<file path="src/rtl/cache_fill_fsm.sv">
// Block-fill miss handler for the 2-way data cache: fetches an 8-word block, writes it, then metadata.
// Outputs are combinational from state/counters/MemDataValid; memory returns are never stalled.
module cache_fill_fsm #(
   parameter int WORDS  = 8,
   parameter int ADDR_W = 16
) (
   input  logic              clk,
   input  logic              rst,
   input  logic              Req,
   input  logic              Miss,
   input  logic [ADDR_W-1:0] MissAddr,
   input  logic [ADDR_W-1:0] MemDataIn,
   input  logic              MemDataValid,
   output logic [ADDR_W-1:0] MemAddr,
   output logic              MemEnable,
   output logic [ADDR_W-1:0] FillAddr,
   output logic [ADDR_W-1:0] DataOut_FSM,
   output logic              Data_WE,
   output logic              MetaData_WE,
   output logic              Busy
);

   localparam int CNT_W = $clog2(WORDS);
   localparam int OFF_W = CNT_W + 1;
   localparam logic [CNT_W-1:0]  LAST     = CNT_W'(WORDS - 1);
   localparam logic [ADDR_W-1:0] OFF_MASK = ADDR_W'((1 << OFF_W) - 1);

   typedef enum logic [1:0] {
      IDLE = 2'd0,
      FILL = 2'd1,
      META = 2'd2
   } state_t;

   state_t            state_q, state_d;
   logic [ADDR_W-1:0] base_q, base_d;
   logic [CNT_W-1:0]  issue_cnt_q, issue_cnt_d;
   logic [CNT_W-1:0]  recv_cnt_q, recv_cnt_d;
   logic              issue_done_q, issue_done_d;

   function automatic logic [ADDR_W-1:0] word_addr(input logic [ADDR_W-1:0] base,
                                                    input logic [CNT_W-1:0]  cnt);
      return base + {{(ADDR_W-OFF_W){1'b0}}, cnt, 1'b0};
   endfunction

   always_ff @(posedge clk) begin
      if (rst) begin
         state_q      <= IDLE;
         base_q       <= '0;
         issue_cnt_q  <= '0;
         recv_cnt_q   <= '0;
         issue_done_q <= 1'b0;
      end else begin
         state_q      <= state_d;
         base_q       <= base_d;
         issue_cnt_q  <= issue_cnt_d;
         recv_cnt_q   <= recv_cnt_d;
         issue_done_q <= issue_done_d;
      end
   end

   always_comb begin
      state_d      = state_q;
      base_d       = base_q;
      issue_cnt_d  = issue_cnt_q;
      recv_cnt_d   = recv_cnt_q;
      issue_done_d = issue_done_q;
      case (state_q)
         IDLE: begin
            if (Req && Miss) begin
               state_d      = FILL;
               base_d       = MissAddr & ~OFF_MASK;
               issue_cnt_d  = '0;
               recv_cnt_d   = '0;
               issue_done_d = 1'b0;
            end
         end
         FILL: begin
            // Issue and receive counters advance independently; returns lag issues.
            if (!issue_done_q) begin
               issue_cnt_d = issue_cnt_q + 1'b1;
               if (issue_cnt_q == LAST) begin
                  issue_done_d = 1'b1;
               end
            end
            if (MemDataValid) begin
               recv_cnt_d = recv_cnt_q + 1'b1;
               if (recv_cnt_q == LAST) begin
                  state_d = META;
               end
            end
         end
         META:    state_d = IDLE;
         default: state_d = IDLE;
      endcase
   end

   always_comb begin
      MemAddr     = '0;
      MemEnable   = 1'b0;
      FillAddr    = '0;
      DataOut_FSM = '0;
      Data_WE     = 1'b0;
      MetaData_WE = 1'b0;
      Busy        = 1'b0;
      case (state_q)
         FILL: begin
            Busy      = 1'b1;
            MemEnable = !issue_done_q;
            MemAddr   = word_addr(base_q, issue_cnt_q);
            FillAddr  = base_q;
            if (MemDataValid) begin
               Data_WE     = 1'b1;
               DataOut_FSM = MemDataIn;
               FillAddr    = word_addr(base_q, recv_cnt_q);
            end
         end
         META: begin
            // Metadata (and LRU) only updates after every data word is in place.
            Busy        = 1'b1;
            MetaData_WE = 1'b1;
            FillAddr    = base_q;
         end
         default: ;
      endcase
   end

endmodule
</file>
<file path="config.mk">
export PLATFORM = sky130hd
export DESIGN_NAME = cache_fill_fsm
export DESIGN_NICKNAME = d
export VERILOG_FILES = /design/src/rtl/cache_fill_fsm.sv
export SDC_FILE = /design/constraint.sdc
export NUM_CORES = 1
export LEC_CHECK = 0
export ABC_AREA = 1
export BUFFER_PORTS_ARGS = -buffer_cell sky130_fd_sc_hd__buf_2
export CORE_MARGIN = 2
export CORE_UTILIZATION = 43
export CTS_CLUSTER_SIZE = 24
export DETAILED_ROUTE_END_ITERATION = 8
export PLACE_DENSITY = 0.88
export SETUP_SLACK_MARGIN = 0.15
export SLEW_MARGIN = 20
export SYNTH_ARGS = -nofsm -noshare
export SYNTH_HDL_FRONTEND = slang
export SYNTH_SLANG_ARGS = --single-unit
</file>
<file path="constraint.sdc">
create_clock -name clk -period 2 [get_ports clk]
set_clock_uncertainty 0.2 [all_clocks]
set_input_delay 0 -clock clk [delete_from_list [all_inputs] [get_ports clk]]
set_output_delay 0 -clock clk [all_outputs]
set_load 0.005 [all_outputs]
</file>
==> flow_summary.yaml <==
status:
  status: "complete, no violations"
yosys:
  netlist-cell-type-count: 19
  syn_inst: 231
  synth_warnings: 0
  synthesis.area_mm2: 0.00142
  postSynthAreaPerCell_um2: 6.13
  ys_seq_area_share_pct: 29.7
  synth.ff_latch_count: 21
power:
  internal_power_mw: 1.10
  pwr-share-seq_pct: 28.1
  clkPwrFrac_pct: 10.0
  netSwitchingPower_mw: 1.04
  comb_power_share_pct: 61.9
  power_density_mw_per_mm2: 1010
  sw_frac_of_total_pct: 48.7
  vdd_drop_max_v: 0.000479
  p_leak_nw: 1.32
drt:
  drtAntennaViolNets: 0
  vias_per_cell: 4.47
  drc: 0
  firstDrtPassIters: 4
  routedWlPerCell_um: 11.3
  vias: 1662
  wirelength_mm: 4.20
  drt_iter0_drc: 125
floorplanning:
  design.core.area_mm2: 0.00310
  ios: 89
  initial_core_util_pct: 45.6
  die-area_mm2: 0.00377
  die_y_um: 61.4
  die_w_um: 61.4
  rows: 20
timing:
  min_period_ps: 1820
  setup_violations: 0
  period_share_pct: 91.0
  setup_tns_ps: 0
  worst_slew_pin_slew_ps: 624
  slew_headroom_pct: 58.4
  rsz0062_at_grt: "yes"
  hold_viol_final: 0
  fmax_mhz: 549
  slew_viol_final: 0
final_layout:
  layout_common_cells: "buf_2 (82), inv_1 (57), nand2_1 (42)"
  n_antenna_cell: 0
  layout-drive-gt1-share_pct: 36.0
  mostFrequentLayoutCell: "buf_2"
  nNetsFinal: 375
  syn_to_final_growth_pct: 50.1
  final_area_mm2: 0.00213
  finalNonFillerCells: 372
setup_path:
  worstSetupPathType: "reg -> out"
  cp.required_ps: 1800
  cp_data_arrival_time_ps: 1620
  end_kind: "primary output"
  max_stage_delay_ps: 390
  path_cells: "inv_4 > ha_4 > clkinvlp_4 > nor3_2 > buf_2"
  crit_fanout: 7
  critPathTopFamily: "flip-flops"
  crit_slowest_cell: "dfxtp_4"
  critPathBufInv: 3
  cp-start-kind: "register"
place:
  place_area_mm2: 0.00183
  dp_hpwl_mm: 2.65
  portBuffers: 82
  routabilityCongestion: 0.763
  dp_cells: 349
global_routing:
  antenna_found_initial: 0
  gr-total-overflow: 0
  gr-usage-all-layers_pct: 21.2
  grt_pass1_vias: 1353
  grt_pass1_wl_mm: 5.99
  grt_max_degree: 27
clock_network:
  cts_buffers: 3
  path_clk_slew_ps: 130
  clock_path_buffers: 2
  clock_latency_ps: 320
  cts_root_buffer: "clkbuf_4"
  tritoncts: "done"
  h-tree-depth: 1
  numClockSinks: 21
run:
  drv_cap: 0
hold_path:
  hp-class: "in -> reg"
-- cells by family after synthesis --
| logic type | synth area share [%] |
|---|---|
| buffers and inverters | 21.8 |
| adder cells (fa/ha/maj) | 7.95 |
| AO/OA/AOI/OAI | 9.89 |
| other | 0.265 |
| AND/OR/NAND/NOR | 30.4 |
| flip-flops | 29.7 |
-- through the flow --
stage | utilization (%) | hold WS (ps) | setup slack, ps | total power, mW
3_3_place_gp | 59.0 | 62.8 | 359 | 1.61
2_1_floorplan | - | -129 | 596 | 1.34
6_report | 68.5 | 42.8 | 180 | 2.14
3_5_place_dp | 59.0 | 71.9 | 284 | 1.65
4_1_cts | 66.2 | 21.2 | 136 | 2.01
5_1_grt | 68.5 | 71.6 | 93.6 | 2.30
-- cells in the mapped netlist --
cell type   n  area, um^2
inv_1      60         225
nand2_1    42         158
nor2_1     33         124
dfxtp_1    21         420
a21oi_1    15        75.1
nor3_1     14        70.1
ha_1        9         113
buf_2       7        35.0
o21ai_0     7        35.0
o21ai_1     6        30.0
nand2_4     3        33.8
nand3_1     3        15.0
buf_4       2        15.0
buf_6       2        22.5
inv_2       2        7.51
nand2_2     2        12.5
clkbuf_1    1        3.75
conb_1      1        3.75
nand3_4     1        17.5
-- cell type report --
type	count	area [um^2]
flip-flops and latches	21	425
inverters	62	241
clock inverters	1	5.00
repair buffers	103	608
repair inverters	1	7.51
well taps	44	55.1
fillers	255	977
multi-input cells	137	761
clock buffers	3	22.5
-- routing by layer --
| layer | global-route usage [%] | wire (um) |
|---|---|---|
| met1 | 23.7 | 1710 |
| met2 | 39.7 | 2170 |
| met3 | 5.25 | 212 |
| met4 | 6.08 | 102 |
| met5 | 0 | 0 |
-- flip-flops by register name, indices dropped and copies added, names as in the netlist --
name / flops
issue_done_q: 1
issue_cnt_q: 3
base_q: 12
state_q: 2
recv_cnt_q: 3
-- power groups by stage --
stage,Combinational (mW),Sequential (mW),Clock [mW]
after global placement,1.02,0.585,0
after CTS,1.22,0.581,0.215
after detailed placement,1.06,0.589,0
final,1.32,0.601,0.213
after global routing,1.46,0.610,0.233
after floorplan,0.765,0.577,0
-- final timing paths --
check,from,to,slack (ps),cells past startpoint
min,rst,state_q[1],40,4
min reg2reg,base_q[7],base_q[7],280,2
max,state_q[0],FillAddr[15],180,5
max reg2reg,state_q[0],recv_cnt_q[1],400,8
-- worst register-to-register path, delay by kind of cell (launching register included) --
kind          cells  cell delay (ps)
fa+ha+maj         1              160
buf+inv           1               80
simple gates      6              710
flops             1              380
-- repair_timing --
action,4_1_cts,5_1_grt
buffers inserted,1,1
pin swaps,1,5
gates resized for setup,6,17
cloned,1,0
endpoints found under the setup margin,30,43
hold endpoints to repair,16,0
hold buffers,16,0
(Power assumes the default switching activity.)
